## config.mk

```make
export PLATFORM = sky130hd
export DESIGN_NAME = cond_logic
export DESIGN_NICKNAME = d
export VERILOG_FILES = /design/src/rtl/isa_pkg.sv /design/src/rtl/cond_check.sv /design/src/rtl/cond_logic.sv
export SDC_FILE = /design/constraint.sdc
export NUM_CORES = 1
export LEC_CHECK = 0
export ABC_AREA = 0
export BUFFER_PORTS_ARGS = -buffer_cell sky130_fd_sc_hd__buf_2
export CORE_AREA = 5 5 42 44
export CTS_BUF_LIST = sky130_fd_sc_hd__clkbuf_16
export CTS_CLUSTER_SIZE = 10
export DETAILED_ROUTE_END_ITERATION = 8
export DIE_AREA = 0 0 47 49
export SLEW_MARGIN = 20
export SYNTH_ARGS = -nofsm -noshare
export SYNTH_HDL_FRONTEND = slang
export SYNTH_HIERARCHICAL = 1
export SYNTH_SLANG_ARGS = --single-unit
```

## constraint.sdc

```tcl
create_clock -name clk -period 1.7 [get_ports clk]
set_input_delay 0.085 -clock clk [delete_from_list [all_inputs] [get_ports clk]]
set_output_delay 0.085 -clock clk [all_outputs]
set_load 0.1 [all_outputs]
```

## src/rtl/isa_pkg.sv

```systemverilog
// Shared ARM-subset ISA constants: condition codes, NZCV bit positions and
// controller flag-write encodings.
package isa_pkg;

    localparam logic [3:0] COND_EQ = 4'b0000;
    localparam logic [3:0] COND_NE = 4'b0001;
    localparam logic [3:0] COND_CS = 4'b0010;
    localparam logic [3:0] COND_CC = 4'b0011;
    localparam logic [3:0] COND_MI = 4'b0100;
    localparam logic [3:0] COND_PL = 4'b0101;
    localparam logic [3:0] COND_VS = 4'b0110;
    localparam logic [3:0] COND_VC = 4'b0111;
    localparam logic [3:0] COND_HI = 4'b1000;
    localparam logic [3:0] COND_LS = 4'b1001;
    localparam logic [3:0] COND_GE = 4'b1010;
    localparam logic [3:0] COND_LT = 4'b1011;
    localparam logic [3:0] COND_GT = 4'b1100;
    localparam logic [3:0] COND_LE = 4'b1101;
    localparam logic [3:0] COND_AL = 4'b1110;
    localparam logic [3:0] COND_NV = 4'b1111;

    localparam int FLAG_N = 3;
    localparam int FLAG_Z = 2;
    localparam int FLAG_C = 1;
    localparam int FLAG_V = 0;

    localparam logic [1:0] FLAGW_NONE = 2'b00;
    localparam logic [1:0] FLAGW_CV   = 2'b01;
    localparam logic [1:0] FLAGW_NZ   = 2'b10;
    localparam logic [1:0] FLAGW_ALL  = 2'b11;

endpackage

```

## src/rtl/cond_check.sv

```systemverilog
// Combinational condition-code evaluator: instruction Cond field against NZCV.
// Kept standalone so a single-cycle datapath can reuse it.
module cond_check
    import isa_pkg::*;
(
    input  logic [3:0] i_cond,
    input  logic [3:0] i_flags,
    output logic       o_cond_ex
);

    logic w_n;
    logic w_z;
    logic w_c;
    logic w_v;

    assign w_n = i_flags[FLAG_N];
    assign w_z = i_flags[FLAG_Z];
    assign w_c = i_flags[FLAG_C];
    assign w_v = i_flags[FLAG_V];

    // NV has no trap in this core; it executes like AL.
    always_comb begin
        o_cond_ex = 1'b1;
        unique case (i_cond)
            COND_EQ: o_cond_ex = w_z;
            COND_NE: o_cond_ex = ~w_z;
            COND_CS: o_cond_ex = w_c;
            COND_CC: o_cond_ex = ~w_c;
            COND_MI: o_cond_ex = w_n;
            COND_PL: o_cond_ex = ~w_n;
            COND_VS: o_cond_ex = w_v;
            COND_VC: o_cond_ex = ~w_v;
            COND_HI: o_cond_ex = w_c & ~w_z;
            COND_LS: o_cond_ex = ~w_c | w_z;
            COND_GE: o_cond_ex = (w_n == w_v);
            COND_LT: o_cond_ex = (w_n != w_v);
            COND_GT: o_cond_ex = ~w_z & (w_n == w_v);
            COND_LE: o_cond_ex = w_z | (w_n != w_v);
            COND_AL: o_cond_ex = 1'b1;
            COND_NV: o_cond_ex = 1'b1;
        endcase
    end

endmodule

```

## src/rtl/cond_logic.sv

```systemverilog
// NZCV flag register, condition evaluation and condition-gated write strobes
// for the multicycle datapath controller.
module cond_logic
    import isa_pkg::*;
#(
    parameter int FLAG_W = 4
) (
    input  logic              clk,
    input  logic              reset,
    input  logic [3:0]        Cond,
    input  logic [FLAG_W-1:0] ALUFlags,
    input  logic [1:0]        FlagW,
    input  logic              PCS,
    input  logic              NextPC,
    input  logic              RegW,
    input  logic              MemW,
    output logic              PCWrite,
    output logic              RegWrite,
    output logic              MemWrite,
    output logic [FLAG_W-1:0] Flags,
    output logic              CondEx
);

    logic [FLAG_W-1:0] r_flags;
    logic              r_cond_ex_dly;
    logic              w_cond_ex;
    logic [1:0]        w_flag_write;
    logic              w_write_nz;
    logic              w_write_cv;

    cond_check u_cond_check (
        .i_cond    (Cond),
        .i_flags   (r_flags),
        .o_cond_ex (w_cond_ex)
    );

    assign w_flag_write = FlagW & {2{w_cond_ex}};
    assign w_write_nz   = (w_flag_write & FLAGW_NZ) != FLAGW_NONE;
    assign w_write_cv   = (w_flag_write & FLAGW_CV) != FLAGW_NONE;

    // The delayed condition carries the execute-state decision into the
    // later writeback/memory states, so it is sampled every cycle.
    always_ff @(posedge clk) begin
        if (!reset) begin
            r_flags       <= '0;
            r_cond_ex_dly <= 1'b0;
        end else begin
            if (w_write_nz) begin
                r_flags[FLAG_N] <= ALUFlags[FLAG_N];
                r_flags[FLAG_Z] <= ALUFlags[FLAG_Z];
            end
            if (w_write_cv) begin
                r_flags[FLAG_C] <= ALUFlags[FLAG_C];
                r_flags[FLAG_V] <= ALUFlags[FLAG_V];
            end
            r_cond_ex_dly <= w_cond_ex;
        end
    end

    // Reset forces the strobes low even before the first clock edge clears state.
    assign PCWrite  = reset & ((PCS & r_cond_ex_dly) | NextPC);
    assign RegWrite = reset & RegW & r_cond_ex_dly;
    assign MemWrite = reset & MemW & r_cond_ex_dly;
    assign Flags    = r_flags;
    assign CondEx   = w_cond_ex;

endmodule

```

==> flow_metrics.env, run 1 <==
export IMPL_run_status="completed"
export IMPL_clkLatencyLatePin_ns=0.23
export IMPL_dr_first_iter_drc_count=2
export IMPL_rows=14
export IMPL_overflow=0
export IMPL_muxShareOfSynthArea_pct=0
export IMPL_crit_path_max_fanout=3
export IMPL_io_buffer_count=23
export IMPL_setup_ws_ns=0.0182
export IMPL_dpl_worst_slack_ns=0.0902
export IMPL_numCtsBuffers=3
export IMPL_reg2regPathDepth=8
export IMPL_rsz0062_at_grt="yes"
export IMPL_clk_pin_slew_ns=0.03
export IMPL_max_freq_mhz=595
export IMPL_synth_nets=70
export IMPL_grt_usage_pct=10.6
export IMPL_gp_congestion=0.824
export IMPL_place_hpwl_um=882
export IMPL_powerDensity_nw_per_um2=1130
export IMPL_reg2reg_from="Flags[0]"
export IMPL_yosys_cell_types_count=26
export IMPL_cts_root_buf="clkbuf_16"
export IMPL_synth_warnings=6
export IMPL_maxCapViolCount=0
export IMPL_antenna_found_initial=0
export IMPL_final_antenna_net_count=0
export IMPL_grt_pass1_wl_um=1770
export IMPL_start_kind="register"
export IMPL_drive_gt1_share_pct=56.8
export IMPL_peakVddDrop_mv=0.508
export IMPL_totalWireLength_um=1180
export IMPL_holdBufCountCts=0
export IMPL_critPathCaptureType="output port"
export IMPL_period_share_pct=98.9
export IMPL_cp_required_ns=1.62
export IMPL_via_per_inst=5.25
export IMPL_p_leak_nw=0.329
export IMPL_worstHoldStart="ALUFlags[2]"
export IMPL_syn_area_sq_um=425
export IMPL_cts_max_level=1
export IMPL_utilization_pct=50.0
export IMPL_synth_top_family_by_area="simple AND/OR/NAND/NOR gates"
export IMPL_cts_max_path_buffers=2
export IMPL_ios=24
export IMPL_cts_sinks=5
export IMPL_place_inst=90
export IMPL_synth_compound_area_share_pct=24.4
export IMPL_firstDrtPassIters=2
export IMPL_die_area_sq_um=2300
export IMPL_finalPower_w=0.000789
export IMPL_final_setup_tns_ns=0
export IMPL_layout_area_overhead_vs_synth_pct=64.7
export IMPL_vias=509
export IMPL_yosys_area_share_simple_pct=35.9
export IMPL_min_to="Flags[2]"
export IMPL_wl_per_cell_um=12.2
export IMPL_r2r_end="Flags[3]"
export IMPL_min_period_ns=1.68
export IMPL_fillers=152
export IMPL_reg2reg_slack_ns=0.07
export IMPL_synth_cells=54
export IMPL_hold_viol_final=0
export IMPL_drc=0
export IMPL_holdCritPathClass="input pin to register"
export IMPL_tightest_slew_ns=0.487
export IMPL_synth_adder_area_share_pct=0
export IMPL_syn_avg_cell_area_sq_um=7.88
export IMPL_skew_ns=0.000707
export IMPL_setup_viol=0
export IMPL_whs_path_depth=3
export IMPL_arrival_ns=1.60
export IMPL_nNetsFinal=98
export IMPL_chipWidth_um=47
export IMPL_max_slew_margin_pct=67.8
export IMPL_grt_max_degree=13
export IMPL_synth_seq_area_share_pct=23.5
export IMPL_die_h_um=49
export IMPL_tritoncts="done"
export IMPL_layout_cells_non_filler=97
export IMPL_ys_ff_latch=5
export IMPL_crit_start="Flags[0]"
export IMPL_coreArea_sq_um=1400
export IMPL_crit_type="register to output port"
export IMPL_drv_slew=0
export IMPL_antenna_cells=0
export IMPL_start_util_pct=30.4
export IMPL_synth_xor_area_share_pct=8.24
export IMPL_grt_pass1_vias=435
## where the power goes
group / internal (W) / switching (W)
registers: 0.000127 / 0.0000126
logic: 0.0000902 / 0.000176
clock network: 0.000305 / 0.0000786
total: 0.000522 / 0.000267
## final cells by class
| type | count | area (sq um) | share of cell area, % |
|---|---|---|---|
| clock buffers | 3 | 75.1 | 10.7 |
| multi-input cells | 45 | 330 | 47.1 |
| flip-flops and latches | 5 | 115 | 16.4 |
| clock inverters | 1 | 3.75 | 0.536 |
| repair buffers | 26 | 153 | 21.8 |
| inverters | 1 | 3.75 | 0.536 |
| well taps | 16 | 20.0 | 2.86 |
## worst max-delay path, stage by stage, from the launching register on
cell     delay, ns
dfxtp_4       0.35
xor2_2        0.14
or4_1         0.43
nand2_2       0.09
a22oi_2       0.06
o21ai_4       0.09
buf_12        0.20
## registers in the layout, summed over array words and instances, names as in the netlist
signal         flops
Flags              4
r_cond_ex_dly      1
## through the flow
| stage | hold slack, ns | instance area [sq um] |
|---|---|---|
| after floorplan | 0.216 | 454 |
| after global placement | 0.340 | 574 |
| after detailed placement | 0.329 | 574 |
| after CTS | 0.0921 | 673 |
| after global routing | 0.126 | 701 |
| final | 0.0942 | 701 |
## kinds of logic (layout without fill, tap and decap cells)
group,count (synthesis),after routing
xor+xnor,4,4
flops,5,5
compound gates,15,15
simple gates,26,26
buf+inv,4,31
## cell usage in the layout (no fill, tap or decap), types with 2 or more instances in the layout
| master | n |
|---|---|
| buf_2 | 22 |
| nand2_1 | 5 |
| dfxtp_4 | 4 |
| nand4_1 | 4 |
| a21oi_1 | 3 |
| and3_1 | 3 |
| clkbuf_16 | 3 |
| buf_4 | 3 |
| xnor2_1 | 3 |
| o21ai_2 | 2 |
| and2_1 | 2 |
| o21ai_1 | 2 |
| nor2_1 | 2 |
| nor2b_1 | 2 |
| and3b_1 | 2 |
| a22oi_2 | 2 |
## Yosys cell counts (all sizes together)
library cell	count	area share, %
nand2	6	5.3
o21ai	6	8.8
dfxtp	5	24
a21oi	4	4.7
nand4	4	5.9
and2	3	5.0
and3	3	4.4
buf	3	7.1
nor2b	3	4.4
xnor2	3	6.2
a22oi	2	4.7
and3b	2	4.1
nor2	2	1.8
a221o	1	2.6
a311oi	1	2.1
and2b	1	1.8
inv	1	0.88
nand2b	1	1.5
o22ai	1	1.5
or4	1	1.8
xor2	1	2.1
## timing repair
item / in CTS / in global routing
resized for setup: 1 / 4
setup buffers: 2 / 1
pin swaps: 1 / 0
setup endpoints to repair: 1 / 5
endpoints found under the hold margin: 0 / 0
## how the worst max path moves through the flow
| stage | to | slack (ns) | cells after the start |
|---|---|---|---|
| 3_3_place_gp | Flags[1] | 0.1 | 6 |
| 2_1_floorplan | Flags[0] | -0.33 | 6 |
| 3_5_place_dp | Flags[0] | 0.09 | 7 |
| 4_1_cts | CondEx | 0.002 | 6 |
| 6_report | CondEx | 0.02 | 6 |
| 5_1_grt | CondEx | -0.01 | 6 |
## layer usage
| metal | vias to the layer above | part of all wire (%) | GRT usage (%) |
|---|---|---|---|
| met5 | - | 0 | 0 |
| met2 | 19 | 45 | 14.0 |
| met3 | 4 | 9.1 | 4.80 |
| li1 | 252 | - | - |
| met4 | 0 | 2.7 | 6.91 |
| met1 | 234 | 43 | 13.4 |
(Power assumes the default switching activity.)
==> inputs of run 2 (changes only) <==
Settings changed: RECOVER_POWER from default to 25.
==> run 2 against run 1 <==
Net effect: first-iteration DRC count unchanged; worst hold slack unchanged; clock skew unchanged; non-clock buffer count did not move; clock-buffer cell count did not move; via count stayed put; fmax did not move; die area unchanged; global-route usage did not move; worst setup slack unchanged; critical path depth did not move; final cell count unchanged; highest routed layer unchanged.
==> flow_metrics.env, run 2 (synthesis gave the netlist of run 1 again) <==
export IMPL_path_buf_inv=1
export IMPL_nNetsFinal=98
export IMPL_whs_path_depth=3
export IMPL_path_cells="xor2_2, or4_1, nand2_2, a22oi_2, o21ai_4, buf_12"
export IMPL_crit_path_max_fanout=3
export IMPL_crit_type="register to output port"
export IMPL_min_to="Flags[2]"
export IMPL_reg2reg_from="Flags[0]"
export IMPL_min_period_ns=1.68
export IMPL_die_h_um=49
export IMPL_final_cell_mix="buf_2 (20), nand2_1 (5), dfxtp_4 (4), nand4_1 (4)"
export IMPL_finalPower_w=0.000789
export IMPL_crit_family="simple AND/OR/NAND/NOR gates"
export IMPL_die_area_sq_um=2300
export IMPL_rsz0062_at_grt="yes"
export IMPL_vias=509
export IMPL_cts_max_level=1
export IMPL_layout_commonest_cell="buf_2"
export IMPL_peakVddDrop_mv=0.508
export IMPL_period_share_pct=98.9
export IMPL_ios=24
export IMPL_layout_area_overhead_vs_synth_pct=64.7
export IMPL_powerDensity_nw_per_um2=1130
export IMPL_cts_root_buf="clkbuf_16"
export IMPL_r2r_end="Flags[3]"
export IMPL_tritoncts="done"
export IMPL_holdBufCountCts=0
export IMPL_antenna_cells=0
export IMPL_setup_viol=0
export IMPL_cts_sinks=5
export IMPL_slowest_stage="or4_1"
export IMPL_stdcell_area_sq_um=701
export IMPL_drive_gt1_share_pct=56.8
export IMPL_grt_usage_pct=10.6
export IMPL_largest_register_ffs=4
export IMPL_worstHoldStart="ALUFlags[2]"
export IMPL_wl_per_cell_um=12.2
export IMPL_coreArea_sq_um=1400
export IMPL_reg2regPathDepth=8
export IMPL_hold_viol_final=0
export IMPL_firstDrtPassIters=2
export IMPL_final_antenna_net_count=0
export IMPL_cts_max_path_buffers=2
export IMPL_drv_slew=0
export IMPL_rows=14
export IMPL_reg2reg_slack_ns=0.07
export IMPL_start_util_pct=30.4
export IMPL_antenna_found_initial=0
export IMPL_clkLatencyLatePin_ns=0.23
export IMPL_maxCapViolCount=0
export IMPL_totalWireLength_um=1180
export IMPL_p_leak_nw=0.327
export IMPL_numCtsBuffers=3
export IMPL_dr_first_iter_drc_count=2
export IMPL_io_buffer_count=23
export IMPL_skew_ns=0.000707
export IMPL_gp_congestion=0.824
export IMPL_via_per_inst=5.25
export IMPL_grt_max_degree=13
export IMPL_start_kind="register"
export IMPL_layout_cells_non_filler=97
export IMPL_grt_pass1_vias=435
export IMPL_postPlaceCellArea_sq_um=574
export IMPL_holdCritPathClass="input pin to register"
export IMPL_overflow=0
export IMPL_grt_pass1_wl_um=1770
export IMPL_place_inst=90
export IMPL_cp_required_ns=1.62
export IMPL_max_freq_mhz=595
export IMPL_critPathCaptureType="output port"
export IMPL_tightest_slew_ns=0.538
export IMPL_chipWidth_um=47
export IMPL_arrival_ns=1.60
export IMPL_slowest_delay_ns=0.43
export IMPL_clk_pin_slew_ns=0.03
export IMPL_run_status="completed"
export IMPL_place_hpwl_um=882
export IMPL_drc=0
export IMPL_fin_hold_ws_ns=0.0942
export IMPL_max_slew_margin_pct=64.3
-- run 2: cell count changes in the layout (fill, tap and decap cells not counted), sizes merged --
cell    previous run  this run
clkbuf             3         5
buf               26        24
-- run 2: where the power goes --
part | total, W | switching (W) | leakage (nW) | internal [W]
clock | 0.000383 | 0.0000786 | 0.0423 | 0.000305
combinational | 0.000266 | 0.000176 | 0.241 | 0.0000900
sequential | 0.000140 | 0.0000127 | 0.0439 | 0.000127
total | 0.000789 | 0.000267 | 0.327 | 0.000522
-- run 2: worst max path at each step --
stage	from	to	cells after the start
6_report	Flags[0]	CondEx	6
3_3_place_gp	Flags[3]	Flags[1]	6
2_1_floorplan	Flags[3]	Flags[0]	6
5_1_grt	Flags[0]	CondEx	6
4_1_cts	Flags[0]	CondEx	6
3_5_place_dp	Flags[0]	Flags[0]	7
-- run 2: cell type report --
| type | instances | area [sq um] |
|---|---|---|
| Tap cell | 16 | 20.0 |
| Sequential cell | 5 | 115 |
| Fill cell | 152 | 701 |
| Clock inverter | 1 | 3.75 |
| Multi-Input combinational cell | 45 | 330 |
| Timing Repair Buffer | 26 | 153 |
| Inverter | 1 | 3.75 |
| Clock buffer | 3 | 75.1 |
-- run 2: metrics by stage --
stage | util [%] | setup TNS, ns | worst slack, ns
2_1_floorplan | - | -1.46 | -0.334
3_3_place_gp | 41.0 | 0 | 0.0977
3_5_place_dp | 41.0 | 0 | 0.0902
4_1_cts | 48.0 | 0 | 0.00166
5_1_grt | 50.0 | -0.0287 | -0.0127
6_report | 50.0 | 0 | 0.0182
-- run 2: what timing repair did --
item | 4_1_cts | 5_1_grt
pin swaps | 1 | 0
endpoints found under the setup margin | 1 | 5
cloned | 0 | 0
buffers inserted | 2 | 1
gates resized for setup | 1 | 4
-- run 2: routing by layer --
metal | up-vias | wire length [um] | GRT usage [%]
met5 | - | 0 | 0
met4 | 0 | 32 | 6.91
met3 | 4 | 108 | 4.80
met2 | 19 | 531 | 14.0
met1 | 234 | 512 | 13.4
li1 | 252 | - | -
-- run 2: worst reg2reg max path, cell delays in order (launching register included) --
cell and delay (ns):
dfxtp_4 0.35, xor2_2 0.14, or4_1 0.43, nand2_2 0.09, a22oi_2 0.07, o21ai_4 0.09, buf_4 0.15, and2_1 0.13
o21ai_1 0.07
